==> src/rtl/pll_mon_pkg.sv <==
// Shared definitions for the PLL lock supervisor: state codes and status widths.
package pll_mon_pkg;

    localparam int STATE_W = 3;
    localparam int RETRY_W = 4;

    // State codes are visible on the status port, so their values are fixed.
    typedef enum logic [STATE_W-1:0] {
        ST_PWR_RST   = 3'd0,
        ST_WAIT_LOCK = 3'd1,
        ST_STABLE    = 3'd2,
        ST_RUN       = 3'd3,
        ST_FAIL      = 3'd4
    } pll_state_e;

    // Largest of three integers, used to size the shared timer.
    function automatic int max3(input int a, input int b, input int c);
        int m;
        m = (a > b) ? a : b;
        m = (m > c) ? m : c;
        return m;
    endfunction

endpackage

==> src/rtl/pll_lock_mgr_sync_2ff.sv <==
// Two-flop synchroniser bringing an asynchronous level into the clk domain.
module sync_2ff (
    input  logic clk,
    input  logic rst_n,
    input  logic d_i,
    output logic q_o
);

    logic meta_q;
    logic sync_q;

    // Two back-to-back capture flops; only the second stage is used downstream.
    always_ff @(posedge clk or negedge rst_n) begin
        if (!rst_n) begin
            meta_q <= 1'b0;
            sync_q <= 1'b0;
        end else begin
            meta_q <= d_i;
            sync_q <= meta_q;
        end
    end

    assign q_o = sync_q;

endmodule

==> src/rtl/pll_lock_mgr.sv <==
// PLL reset/lock supervisor: pulses PLL reset, qualifies LOCK, releases the
// PLL output domain reset and recovers from lock loss or repeated timeouts.
module pll_lock_mgr
    import pll_mon_pkg::*;
#(
    parameter int RST_CYCLES    = 16,
    parameter int LOCK_TIMEOUT  = 50000,
    parameter int STABLE_CYCLES = 1024,
    parameter int LOSS_FILTER   = 4,
    parameter int MAX_RETRY     = 7,
    parameter int CNT_W         = 8
) (
    input  logic               clk,
    input  logic               rst_n,
    input  logic               soft_rst,
    input  logic               pll_lock_in,
    output logic               pll_rst,
    output logic               domain_rst_n,
    output logic               locked_ok,
    output logic               pll_fail,
    output logic [RETRY_W-1:0] retry_cnt,
    output logic [CNT_W-1:0]   loss_cnt,
    output logic [STATE_W-1:0] state
);

    localparam int TMR_W = $clog2(max3(RST_CYCLES, LOCK_TIMEOUT, STABLE_CYCLES) + 1);
    localparam int FLT_W = $clog2(LOSS_FILTER + 1);

    // Terminal timer/filter values: the transition fires on the last counted cycle.
    localparam logic [TMR_W-1:0]   RST_LAST = TMR_W'(RST_CYCLES - 1);
    localparam logic [TMR_W-1:0]   TO_LAST  = TMR_W'(LOCK_TIMEOUT - 1);
    localparam logic [TMR_W-1:0]   STB_LAST = TMR_W'(STABLE_CYCLES - 1);
    localparam logic [FLT_W-1:0]   FLT_LAST = FLT_W'(LOSS_FILTER - 1);
    localparam logic [RETRY_W-1:0] RETRY_MAX = RETRY_W'(MAX_RETRY);

    logic               lock_s;
    pll_state_e         state_q,  state_d;
    logic [TMR_W-1:0]   timer_q,  timer_d;
    logic [FLT_W-1:0]   filt_q,   filt_d;
    logic [RETRY_W-1:0] retry_q,  retry_d;
    logic [CNT_W-1:0]   loss_q,   loss_d;
    logic               pll_rst_q,  pll_rst_d;
    logic               dom_rst_n_q, dom_rst_n_d;
    logic               locked_q, locked_d;
    logic               fail_q,   fail_d;

    sync_2ff u_lock_sync (
        .clk   (clk),
        .rst_n (rst_n),
        .d_i   (pll_lock_in),
        .q_o   (lock_s)
    );

    // Next-state, shared timer, loss filter and counter updates.
    always_comb begin
        state_d = state_q;
        timer_d = timer_q + TMR_W'(1);
        filt_d  = '0;
        retry_d = retry_q;
        loss_d  = loss_q;
        if (soft_rst) begin
            state_d = ST_PWR_RST;
            timer_d = '0;
            retry_d = '0;
        end else begin
            case (state_q)
                ST_PWR_RST: begin
                    if (timer_q == RST_LAST) begin
                        state_d = ST_WAIT_LOCK;
                        timer_d = '0;
                    end else begin
                        state_d = ST_PWR_RST;
                    end
                end
                ST_WAIT_LOCK: begin
                    if (lock_s) begin
                        state_d = ST_STABLE;
                        timer_d = '0;
                    end else if (timer_q == TO_LAST) begin
                        timer_d = '0;
                        if (retry_q == RETRY_MAX) begin
                            state_d = ST_FAIL;
                        end else begin
                            state_d = ST_PWR_RST;
                            retry_d = retry_q + RETRY_W'(1);
                        end
                    end else begin
                        state_d = ST_WAIT_LOCK;
                    end
                end
                ST_STABLE: begin
                    if (!lock_s) begin
                        // Lock dropped before qualifying: wait again without charging a retry.
                        state_d = ST_WAIT_LOCK;
                        timer_d = '0;
                    end else if (timer_q == STB_LAST) begin
                        state_d = ST_RUN;
                        timer_d = '0;
                        retry_d = '0;
                    end else begin
                        state_d = ST_STABLE;
                    end
                end
                ST_RUN: begin
                    timer_d = '0;
                    if (lock_s) begin
                        filt_d = '0;
                    end else if (filt_q == FLT_LAST) begin
                        state_d = ST_PWR_RST;
                        filt_d  = '0;
                        if (loss_q != '1) begin
                            loss_d = loss_q + CNT_W'(1);
                        end else begin
                            loss_d = loss_q;
                        end
                    end else begin
                        filt_d = filt_q + FLT_W'(1);
                    end
                end
                ST_FAIL: begin
                    timer_d = '0;
                    state_d = ST_FAIL;
                end
                default: begin
                    state_d = ST_PWR_RST;
                    timer_d = '0;
                end
            endcase
        end
    end

    // Output values decoded from the next state so they update with the state register.
    always_comb begin
        pll_rst_d   = 1'b0;
        dom_rst_n_d = 1'b0;
        locked_d    = 1'b0;
        fail_d      = 1'b0;
        case (state_d)
            ST_PWR_RST: begin
                pll_rst_d = 1'b1;
            end
            ST_WAIT_LOCK, ST_STABLE: begin
                pll_rst_d = 1'b0;
            end
            ST_RUN: begin
                dom_rst_n_d = 1'b1;
                locked_d    = 1'b1;
            end
            ST_FAIL: begin
                pll_rst_d = 1'b1;
                fail_d    = 1'b1;
            end
            default: begin
                pll_rst_d = 1'b1;
            end
        endcase
    end

    // State, timer, filter, counters and registered outputs.
    always_ff @(posedge clk or negedge rst_n) begin
        if (!rst_n) begin
            state_q     <= ST_PWR_RST;
            timer_q     <= '0;
            filt_q      <= '0;
            retry_q     <= '0;
            loss_q      <= '0;
            pll_rst_q   <= 1'b1;
            dom_rst_n_q <= 1'b0;
            locked_q    <= 1'b0;
            fail_q      <= 1'b0;
        end else begin
            state_q     <= state_d;
            timer_q     <= timer_d;
            filt_q      <= filt_d;
            retry_q     <= retry_d;
            loss_q      <= loss_d;
            pll_rst_q   <= pll_rst_d;
            dom_rst_n_q <= dom_rst_n_d;
            locked_q    <= locked_d;
            fail_q      <= fail_d;
        end
    end

    assign pll_rst      = pll_rst_q;
    assign domain_rst_n = dom_rst_n_q;
    assign locked_ok    = locked_q;
    assign pll_fail     = fail_q;
    assign retry_cnt    = retry_q;
    assign loss_cnt     = loss_q;
    assign state        = state_q;

endmodule

==> config.mk <==
export PLATFORM = sky130hd
export DESIGN_NAME = pll_lock_mgr
export DESIGN_NICKNAME = d
export VERILOG_FILES = /design/src/rtl/pll_mon_pkg.sv /design/src/rtl/pll_lock_mgr_sync_2ff.sv /design/src/rtl/pll_lock_mgr.sv
export SDC_FILE = /design/constraint.sdc
export NUM_CORES = 1
export LEC_CHECK = 0
export BUFFER_PORTS_ARGS = -buffer_cell sky130_fd_sc_hd__buf_2
export CORE_MARGIN = 2
export CORE_UTILIZATION = 47
export CTS_CLUSTER_DIAMETER = 100
export DETAILED_ROUTE_END_ITERATION = 10
export GPL_TIMING_DRIVEN = 0
export PLACE_DENSITY = 0.72
export SETUP_SLACK_MARGIN = 0.02
export SLEW_MARGIN = 0
export SYNTH_ARGS = -nofsm -noshare
export SYNTH_HDL_FRONTEND = slang
export SYNTH_SLANG_ARGS = --single-unit
==> constraint.sdc <==
create_clock -name clk -period 5 [get_ports clk]
set_clock_uncertainty 0.05 [all_clocks]
set_input_delay 1 -clock clk [delete_from_list [all_inputs] [get_ports clk]]
set_output_delay 1 -clock clk [all_outputs]
set_load 0.005 [all_outputs]
Word-level counts from Yosys, hierarchy flattened
Index checks and enable logic that the tools add are counted.
{"block": "word_totals", "ff_bits": 39, "input_bits": 4, "output_inout_bits": 19, "wordCells": 71}
{"block": "op_classes", "n_addsub": 4, "eq_ne": 19, "n_mux": 31, "n_bitwise": 2, "n_reduce_logical": 5}
{"cell": "$mux W16", "n": 6}
{"cell": "$pmux W16 S3", "n": 1}
{"cell": "$mux W3", "n": 10}
{"cell": "$mux W4", "n": 6}
{"cell": "$add A16 B1 Y16 const B", "n": 1}
{"cell": "$eq A16 B10 Y1 const B", "n": 1}
{"cell": "$eq A16 B16 Y1 const B", "n": 1}
{"cell": "$eq A16 B4 Y1 const B", "n": 1}
{"cell": "$eq A3 B2 Y1 const B", "n": 5}
{"cell": "$pmux W3 S5", "n": 1}
{"cell": "$ne A3 B3 Y1 const B", "n": 4}
{"cell": "$add A8 B1 Y8 const B", "n": 1}
{"cell": "$ne A8 B8 Y1 const B", "n": 1}
{"cell": "$pmux W4 S2", "n": 1}
{"cell": "$eq A3 B1 Y1 const B", "n": 2}
{"cell": "$eq A3 B3 Y1 const B", "n": 2}
{"cell": "$reduce_and A6 Y1", "n": 1}
{"cell": "$mux W1", "n": 5}
{"cell": "$reduce_and A5 Y1", "n": 1}
{"cell": "$add A4 B1 Y4 const B", "n": 1}
{"cell": "$eq A4 B3 Y1 const B", "n": 1}
{"cell": "$add A3 B1 Y3 const B", "n": 1}
{"cell": "$logic_not A3 Y1", "n": 1}
{"cell": "$ne A3 B2 Y1 const B", "n": 1}
{"cell": "other kinds (4)", "n": 5}

Depth between registers and ports, before layout
{"block": "depth", "ltp_word": 9, "depth_mapped": 7, "depth_no_buf": 6}

Modules after synthesis
Synthesis repeated with hierarchy kept, for this count alone.
{"block": "unflattened", "cells_unflattened": 201, "hier_area_um2": 1963.1}
{"mod": "pll_lock_mgr", "instances": 1, "cells_each": 199, "area_each_um2": 1913.1, "seq_area_each_um2": 927.1}
{"mod": "sync_2ff", "instances": 1, "cells_each": 2, "area_each_um2": 50.0, "seq_area_each_um2": 50.0}

Least setup slack after synthesis
No wires, ideal clock.
{"block": "synth_timing", "kind": "in2reg", "startpoint": "input port soft_rst", "endpoint": "register loss_q[1] (netlist: loss_cnt[1])", "setup_ps": 125, "t_arrival_ps": 2219, "required_ps": 4825, "path_slack_ps": 2606, "stages": 3, "n_path_buf": 0, "cell_sequence": "or4_1 a31oi_2 mux2_2"}
{"block": "synth_between", "elab_chain_cells": 2}
{"element": "start, declared", "line_no": "pll_lock_mgr.sv:15", "text": "input logic soft_rst,"}
{"element": "$not A1 Y1 (no source line)"}
{"element": "$reduce_and A5 Y1 (no source line)"}
{"element": "end signal, assigned", "line_no": "pll_lock_mgr.sv:176", "text": "loss_q <= loss_d;"}
{"element": "end, declared", "line_no": "pll_lock_mgr.sv:41", "text": "logic [CNT_W-1:0] loss_q, loss_d;"}
No other way between the ends.
A chain may end at the register's enable or synchronous reset.

Worst setup path in the final report
Same ends and word-level chain as after synthesis.

==> out/results.txt <==
Data arrival, critical path - 2.46 ns
depth of the most critical reg-to-reg path - 6
routed vias - 1,520
Top Ports - 23
asr flop ratio synth - 100%
insertion delay to the later sink of the worst-skew pair - 0.29 ns
die area - 0.00476 mm2
fin cells - 274
Clock Path Buffers - 2
Horiz. Die Dim - 69.0 um
VDD IR-drop max - 0.148 mV
CTS tree - done
Sw Pwr - 0.122 mW
Post-synth EDFFs - 0
GR Overflow Total - 0
clk slew on worst S/H paths - 0.07 ns
final hold viol count - 0
critical path fanouts, max - 8
Int Power - 0.423 mW
Max Clk Rate - 0.429 GHz
Syn Nets - 202
critical path endpoint category - register
num rows - 23
Residual DRC - 0
initial DRC count - 129
clk sinks - 39
RR Endpoint - timer_q[8]$_DFF_PN0_
RSZ-0062 raised after global routing - false
Syn Area/Cell - 10.2 um2
FF-to-FF Start - timer_q[12]$_DFF_PN0_
Min-Delay Path Class - register to register
slew at the pin closest to its max-slew limit - 0.831 ns
reg2reg setup slack - 2.72 ns
root buffer cell - clkbuf_8
Routed WL - 3610 um
Synth Register Bits - 39
layout cell share with drive strength beyond 1 - 19.6%
# Max-Cap Violations - 0
vias in the first global route - 1,399
Inst Count DP - 266
Chip Height - 69.0 um
largest stage delay on the critical path - 0.55 ns
Hold EP - u_lock_sync.q_o$_DFF_PN0_
Setup violations, final - 0
Final min period - 2.33 ns
Flop pwr share - 59.0%
initial antenna violation count - 0
global placer's final weighted congestion - 0.819
HPWL Detailed - 2600 um
min-delay src - u_lock_sync.meta_q$_DFF_PN0_
CP startpoint kind - input port
Yosys cell types - 50
Hold Buf Count CTS - 0
pin count of the biggest net entering global routing - 40
most common cell in the netlist - dfrtp_1
status - completed
Cell Area, Synth - 0.00199 mm2
max_slew headroom - 44.6%
WS Path Type - input port to register
multi-input combinational cell area - 961 um2
Synth Flop Type - dfrtp_1
final worst-path cycle share - 46.6%
Slew Viols, Final - 0
hold depth - 0
Synth top area share - 47.9%
area delta synth->final - 12.8%
Initial Util - 49.3%
Gate power share - 3.8%
Seq/Total Area, Yosys - 49.2%
GRT Util Overall - 16.4%
first-pass GRT wire length - 6440 um
1st-pass router iterations - 4
Worst Path Required - 5.13 ns
Lkg Pwr - 1.04 nW
Syn. warnings - 0
Routed Antenna Nets - 0
fill count - 387
IO buf count - 22
CP max stage cell - or4_1
Post-synth top cells - dfrtp_1 (38), nor2_1 (30), xnor2_1 (13)
Setup TNS - 0 ns
Post-CTS Resized - 0
H-Tree Level Count - 2
area taken by flip-flops and latches - 977 um2
Via density - 5.55
clock network power share - 37.2%
CTS buffer count - 5
cell taking the most area after synthesis - dfrtp_1
WL/cell - 13.2 um
Syn Inst Count - 194
switch share - 22.4%
post-CTS setup buffers - 0
P per Cell Area - 243 mW/mm2
core area - 0.00403 mm2
Final Util - 55.6%
synth top area cells - dfrtp_1 (48%), xnor2_1 (5.7%), nor2_1 (5.7%)
CP cell instances - buf_2, or4_1, a31oi_2, mux2_2
# nets final - 231
Inserted Diodes - 0
==> power by group through the flow <==
stage               Sequential, mW  Combinational (mW)  Clock (mW)
floorplan                    0.327              0.0108           0
global placement             0.328              0.0214           0
detailed placement           0.328              0.0216           0
CTS                          0.321              0.0217       0.208
global route                 0.322              0.0240       0.220
finish                       0.322              0.0208       0.203
==> how the worst max path moves through the flow <==
stage / from / end / slack [ns]
floorplan: soft_rst / loss_cnt[1]$_DFFE_PN0P_ / 2.61
global placement: soft_rst / loss_cnt[1]$_DFFE_PN0P_ / 2.38
detailed placement: soft_rst / loss_cnt[1]$_DFFE_PN0P_ / 2.37
CTS: soft_rst / loss_cnt[1]$_DFFE_PN0P_ / 2.68
global route: timer_q[12]$_DFF_PN0_ / timer_q[10]$_DFF_PN0_ / 2.51
finish: soft_rst / loss_cnt[1]$_DFFE_PN0P_ / 2.67
==> critical path, delay by kind of cell <==
family / cells / cell delay (ns)
buffers and inverters: 1 / 0.12
AND/OR/NAND/NOR: 1 / 0.55
multiplexers: 1 / 0.38
AO/OA/AOI/OAI: 1 / 0.40
==> metal layers <==
metal | track usage [%] | vias up | wire, um
met5 | 0 | - | 0
met4 | 6.54 | 0 | 72
met3 | 2.78 | 9 | 111
met2 | 25.6 | 21 | 1720
met1 | 22.8 | 723 | 1710
li1 | - | 767 | -
==> state kept, by name (all words and copies together), names as in the netlist <==
name                cells
u_lock_sync.q_o         1
retry_cnt               4
pll_fail                1
filt_q                  3
locked_ok               1
u_lock_sync.meta_q      1
loss_cnt                8
state                   3
pll_rst                 1
timer_q                16
==> area by class of cell <==
| cell class | count | area share, % |
|---|---|---|
| multi-input combinational | 146 | 42.9 |
| timing repair buffer | 22 | 4.91 |
| sequential | 39 | 43.6 |
| clock buffer | 7 | 3.41 |
| inverter | 2 | 0.335 |
| buffer | 7 | 1.84 |
| clock inverter | 1 | 0.223 |
| tap | 50 | 2.79 |
==> through the flow <==
stage	total power, mW	setup WS [ns]	hold slack [ns]	area [um2]
after floorplan	0.338	2.61	0.281	1990
after global placement	0.349	2.38	0.289	2160
after detailed placement	0.349	2.37	0.293	2160
after CTS	0.551	2.68	0.309	2240
after global routing	0.566	2.51	0.325	2240
final	0.545	2.67	0.306	2240
==> kinds of logic after synthesis <==
| family | share of synthesized area, % |
|---|---|
| adder cells (fa/ha/maj) | 2.52 |
| AO/OA/AOI/OAI | 8.00 |
| AND/OR/NAND/NOR | 27.9 |
| multiplexers | 1.13 |
| XOR/XNOR | 8.82 |
| buffers and inverters | 2.46 |
| flip-flops | 49.2 |
==> cells in the final DEF (no fill, tap or decap), types with 2 or more instances in the layout <==
cell,count
a21o_1,3
and3_1,7
buf_2,25
clkbuf_1,3
clkbuf_8,5
dfrtp_1,38
ha_1,4
inv_1,2
mux2_2,2
nand2_1,12
nand3_1,10
nand4_1,8
nor2_1,30
nor2b_1,2
nor3_1,7
nor3b_1,3
nor4_1,2
nor4_2,2
o21ai_0,3
or3_1,2
or4_1,5
xnor2_1,13
xor2_1,7
Note: power is estimated with default switching activity, not from simulation.
